===== src/rtl/mem_reg_src.sv =====
`timescale 1ns/1ps
// -----------------------------------------------------------------------------
// mem_reg_src
//   Source side of a four-phase return-to-zero dual-rail link. A binary word is
//   accepted on a valid/ready handshake, registered and driven as a dual-rail
//   codeword until the downstream sink acknowledges. The link then returns to
//   all-spacer and waits for the acknowledge to drop before it accepts the
//   next word.
//
//   Dual-rail encoding per bit: 2'b10 = logic 1, 2'b01 = logic 0,
//   2'b00 = spacer. 2'b11 is never driven.
//
// Parameters
//   WIDTH       : number of dual-rail bits on the link
//   SYNC_STAGES : flop count of the ack_i synchronizer (legal 2..4)
//   TIMEOUT     : watchdog limit in clk cycles (timeout build only)
//   RAIL_NUM    : rails per bit (fixed at 2)
//
// Ports
//   clk      : single clock, all state changes on the rising edge
//   rst_n    : asynchronous active-low reset
//   in_data  : binary word to send
//   in_valid : in_data is valid
//   in_ready : a word is accepted this cycle when in_valid is also high
//   out      : dual-rail link to the downstream register sink (flop outputs)
//   ack_i    : asynchronous completion from the downstream sink
//   busy     : a handshake is in flight (state not IDLE)
//   err      : sticky watchdog flag (only with MEM_REG_SRC_TIMEOUT_EN)
//
// Build option
//   MEM_REG_SRC_TIMEOUT_EN : when defined, adds the err output and a watchdog
//   counter that flags a handshake stuck in DATA or SPACER for TIMEOUT cycles.
// -----------------------------------------------------------------------------
module mem_reg_src #(
  parameter  int WIDTH       = 1,
  parameter  int SYNC_STAGES = 2,
  parameter  int TIMEOUT     = 1024,
  localparam int RAIL_NUM    = 2
) (
  input  logic                               clk,
  input  logic                               rst_n,
  input  logic [WIDTH-1:0]                   in_data,
  input  logic                               in_valid,
  output logic                               in_ready,
  output logic [WIDTH-1:0][RAIL_NUM-1:0]     out,
  input  logic                               ack_i,
  output logic                               busy
`ifdef MEM_REG_SRC_TIMEOUT_EN
  ,
  output logic                               err
`endif
);

  // Parameter legality is checked at elaboration so a bad build never
  // reaches synthesis with a one-flop synchronizer or a zero timeout.
  if (SYNC_STAGES < 2 || SYNC_STAGES > 4 || TIMEOUT < 1) begin : g_bad_param
    $error("mem_reg_src: SYNC_STAGES must be 2..4 and TIMEOUT >= 1");
  end

  typedef enum logic [1:0] {
    IDLE   = 2'd0,
    DATA   = 2'd1,
    SPACER = 2'd2
  } state_e;

  typedef logic [WIDTH-1:0][RAIL_NUM-1:0] link_t;

  // Binary to dual-rail: rail 1 carries the bit, rail 0 its complement, so
  // a valid data codeword can never be 2'b11 or 2'b00.
  function automatic link_t encode(input logic [WIDTH-1:0] word);
    link_t code;
    for (int i = 0; i < WIDTH; i++) begin
      code[i] = {word[i], ~word[i]};
    end
    return code;
  endfunction

  // ---------------------------------------------------------------------------
  // ack_i synchronizer
  // ---------------------------------------------------------------------------
  logic [SYNC_STAGES-1:0] sync_q;
  logic                   ack_s;

  // NOTE: synchronizer flops are reset so a stale ack seen before reset
  // cannot leak into the FSM; the first cycles after release always read 0.
  always_ff @(posedge clk or negedge rst_n) begin
    if (!rst_n) begin
      sync_q <= '0;
    end else begin
      // NOTE: non-blocking assignments let every flop in the chain sample the
      // previous-cycle value of its neighbour, giving a real shift register.
      sync_q <= {sync_q[SYNC_STAGES-2:0], ack_i};
    end
  end

  assign ack_s = sync_q[SYNC_STAGES-1];

  // ---------------------------------------------------------------------------
  // Post-reset warm-up: in_ready is held low for SYNC_STAGES cycles after
  // reset release so the synchronizer has flushed in a fresh view of ack_i
  // before the first word can be taken.
  // ---------------------------------------------------------------------------
  logic [SYNC_STAGES-1:0] warm_q;
  logic                   warm_done;

  always_ff @(posedge clk or negedge rst_n) begin
    if (!rst_n) begin
      warm_q <= '0;
    end else begin
      warm_q <= {warm_q[SYNC_STAGES-2:0], 1'b1};
    end
  end

  assign warm_done = warm_q[SYNC_STAGES-1];

  // ---------------------------------------------------------------------------
  // Handshake FSM and link register
  // ---------------------------------------------------------------------------
  state_e state_q, state_d;
  link_t  out_q,   out_d;

  // A word is only taken in IDLE once the previous ack has fully returned to
  // zero; a stale ack in IDLE keeps in_ready low until it clears.
  assign in_ready = (state_q == IDLE) && warm_done && !ack_s;
  assign busy     = (state_q != IDLE);

  always_comb begin
    // NOTE: every signal written here gets a default first, so no path
    // through the case leaves a value unassigned and no latch is inferred.
    state_d = state_q;
    out_d   = out_q;
    unique case (state_q)
      IDLE: begin
        if (in_valid && in_ready) begin
          out_d   = encode(in_data);
          state_d = DATA;
        end
      end
      DATA: begin
        // in_data is not looked at here: the registered codeword is held.
        if (ack_s) begin
          out_d   = '0;
          state_d = SPACER;
        end
      end
      SPACER: begin
        if (!ack_s) begin
          state_d = IDLE;
        end
      end
      default: begin
        out_d   = '0;
        state_d = IDLE;
      end
    endcase
  end

  always_ff @(posedge clk or negedge rst_n) begin
    if (!rst_n) begin
      state_q <= IDLE;
      out_q   <= '0;
    end else begin
      state_q <= state_d;
      out_q   <= out_d;
    end
  end

  // The link is driven straight from flops so the sink never sees glitches.
  assign out = out_q;

`ifdef MEM_REG_SRC_TIMEOUT_EN
  // ---------------------------------------------------------------------------
  // Watchdog: counts cycles spent in one busy state, restarts on every state
  // change and saturates at TIMEOUT. err is raised on the edge the count
  // reaches TIMEOUT and stays set until reset. It never feeds back into the
  // FSM or the link.
  // ---------------------------------------------------------------------------
  localparam int CNT_W = $clog2(TIMEOUT + 1);

  logic [CNT_W-1:0] cnt_q, cnt_d;
  logic             err_q, err_d;

  always_comb begin
    cnt_d = cnt_q;
    if (state_d != state_q) begin
      cnt_d = '0;
    end else if (state_q != IDLE && cnt_q != CNT_W'(TIMEOUT)) begin
      cnt_d = cnt_q + CNT_W'(1);
    end
    err_d = err_q | (cnt_d == CNT_W'(TIMEOUT));
  end

  always_ff @(posedge clk or negedge rst_n) begin
    if (!rst_n) begin
      cnt_q <= '0;
      err_q <= 1'b0;
    end else begin
      cnt_q <= cnt_d;
      err_q <= err_d;
    end
  end

  assign err = err_q;
`endif

endmodule

===== config.mk =====
export PLATFORM = sky130hd
export DESIGN_NAME = mem_reg_src
export DESIGN_NICKNAME = d
export VERILOG_FILES = /design/src/rtl/mem_reg_src.sv
export SDC_FILE = /design/constraint.sdc
export NUM_CORES = 1
export LEC_CHECK = 0
export CORE_AREA = 5 5 42 44
export DETAILED_ROUTE_END_ITERATION = 16
export DIE_AREA = 0 0 47 49
export PLACE_DENSITY_LB_ADDON = 0.15
export SKIP_LAST_GASP = 1
export SLEW_MARGIN = 20
export SYNTH_ARGS = -nofsm -noshare
export SYNTH_HDL_FRONTEND = slang
export SYNTH_SLANG_ARGS = --single-unit

===== constraint.sdc =====
create_clock -name clk -period 1.1 [get_ports clk]
set_input_delay 0.22 -clock clk [delete_from_list [all_inputs] [get_ports clk]]
set_output_delay 0.22 -clock clk [all_outputs]
set_load 0.05 [all_outputs]

==> reports/results.ini <==
[critical_path]
cp_max_fo=4
path_class=flop to output pin
critPathLaunchType=flop
worstPathArrival_ps=1170
cp.required_ps=880
critPathCaptureType=output pin
reg2reg_from=sync_q[1]
worstSetupStartpoint=state_q[1]

[routing]
wirelength_um=625
drc_errors=0
via_per_inst=4.14
antenna_left=0
first_iter_violations=0
first_pass_iters=1
num_vias=240
wl_per_cell_um=10.8

[timing]
finalHoldViolCount=0
max_freq_ghz=0.721
fin_crit_sh_pct=126
slew_viol_final=0
rsz0062_at_grt=true
worst_slack_ps=-286
setup_violations=3
post-route-min-period_ps=1390
tns_ps=-535
fin_worst_skew_ps=9.54
hold_slack_ps=238

[die]
fp.dieW_um=47
core_um2=1400
start_util_pct=22.3
top_level_ports=9
die_h_um=49
row_count=14
die_area_um2=2300

[clocking]
h-tree-depth=1
insertion_delay_ps=250
clkSlewWorstSetupHoldPaths_ps=60
cts.sinks=8
numCtsBuffers=3
hold_buffers=0
cts-root-buf=clkbuf_4
tritoncts=built
max-clock-path-buffers=2

[power]
finalPower_mw=0.885
internal_power_mw=0.617
ir_worst_vdd_uv=477
power_frac_comb_pct=32.5
switchingPower_mw=0.267
p_leak_nw=0.237
swShare_pct=30.2
seq_power_share_pct=41.0
p_clk_share_pct=26.5
power.density_nw_per_um2=1670

[synthesis]
ys.flop_type=dfrtp_1
synthTopCellsByCount=dfrtp_1 (8), a22o_1 (2)
synth_nets=30
yosysUniqueCellTypes=17
syn_avg_cell_area_um2=12.5
synthTopCellsByArea=dfrtp_1 (64%), a22o_1 (5.6%), buf_6 (3.6%), a32o_1 (3.2%), nor4b_1 (2.8%)
ys_async_sr_fraction_pct=100
synth_top_area_share_pct=64.0
syn_area_um2=313
yosysTopAreaCell=dfrtp_1
synth_edf_count=0
yosysMostFrequentCell=dfrtp_1
synth_seq_cells=8
ys_seq_area_share_pct=64.0
yosysWarningCount=0
synthCells=25

[grt]
grt_pass1_vias=252
overflow=0
antenna_found_initial=0
grtUsageTotal_pct=6.75
grt_pass1_wl_um=1040
grt_max_degree=9

[min_path]
hp-class=primary input to async pin

[cells_and_area]
nets=48
syn2layout_area_growth_pct=69.2
drive_gt1_share_pct=45.2
antennaDiodeCount=0
fin_cells=58

[status]
outcome=complete, but fails checks
failed_checks=setup timing

[placement]
dpl.cell_count=52
gp_congestion=0.680
hpwl_um=455
io_buffers=8

[flow_run]
cap_viol_max_count=0

-- per-stage QoR --
step,utilization (%),setup slack (ps),instance area [µm²]
after floorplan,-,-213,329
after global placement,33.9,-206,475
after detailed placement,33.9,-211,475
after CTS,36.4,-308,510
after global routing,37.8,-342,529
final,37.8,-286,529
-- cells in the final DEF (no fill, tap or decap), types with 2 or more instances in the layout --
cell             synthesis  routed
a22o_1                   2       2
dfrtp_2                  0       3
buf_4                    0       6
clkdlybuf4s50_1          0       4
buf_12                   0       3
dfrtp_1                  8       5
clkbuf_4                 0       3
-- critical path, stage by stage, from the launching register on --
cell and delay (ps):
dfrtp_2 430, nor4b_4 310, buf_12 180
-- cell families after synthesis --
family	share of synthesized area [%]
buffers and inverters	3.60
other	1.20
AND/OR/NAND/NOR	14.4
XOR/XNOR	2.80
flip-flops	64.0
AO/OA/AOI/OAI	14.0
-- flip-flops by register name, summed over array words and instances, names as in the netlist --
name     flops
state_q      2
out          2
sync_q       2
warm_q       2
-- layout make-up --
class / instances / area [µm²]
Fill cell: 142 / 872
Sequential cell: 8 / 204
Timing Repair Buffer: 14 / 160
Multi-Input combinational cell: 16 / 119
Clock buffer: 4 / 26.3
Tap cell: 16 / 20.0
-- final timing paths --
check                             end  slack, ps  cells past startpoint
max in group asynchronous  state_q[1]        570                      1
setup / recovery             in_ready       -290                      2
hold / removal              warm_q[0]        240                      1
setup reg to reg               out[0]        -40                      4
min in group clk            sync_q[1]        350                      0
hold reg to reg             sync_q[1]        350                      0
-- repair_timing --
| action | 4_1_cts | 5_1_grt |
|---|---|---|
| resized for setup | 1 | 4 |
| cloned | 0 | 0 |
| endpoints found under the setup margin | 3 | 4 |
| buffers inserted | 1 | 1 |
| pin swaps | 0 | 1 |
-- power groups by stage --
stage | sequential, mW | clock (mW) | combinational (mW)
5_1_grt | 0.367 | 0.275 | 0.304
4_1_cts | 0.361 | 0.252 | 0.272
3_3_place_gp | 0.366 | 0 | 0.267
3_5_place_dp | 0.367 | 0 | 0.267
6_report | 0.362 | 0.235 | 0.288
2_1_floorplan | 0.405 | 0 | 0.0915
-- routing by layer --
layer | up-vias | track usage [%] | wire (µm)
li1 | 121 | - | -
met1 | 113 | 7.01 | 245
met2 | 6 | 9.73 | 338
met3 | 0 | 2.21 | 41
met4 | 0 | 6.91 | 0
met5 | - | 0 | 0
Note: power is estimated with default switching activity, not from simulation.
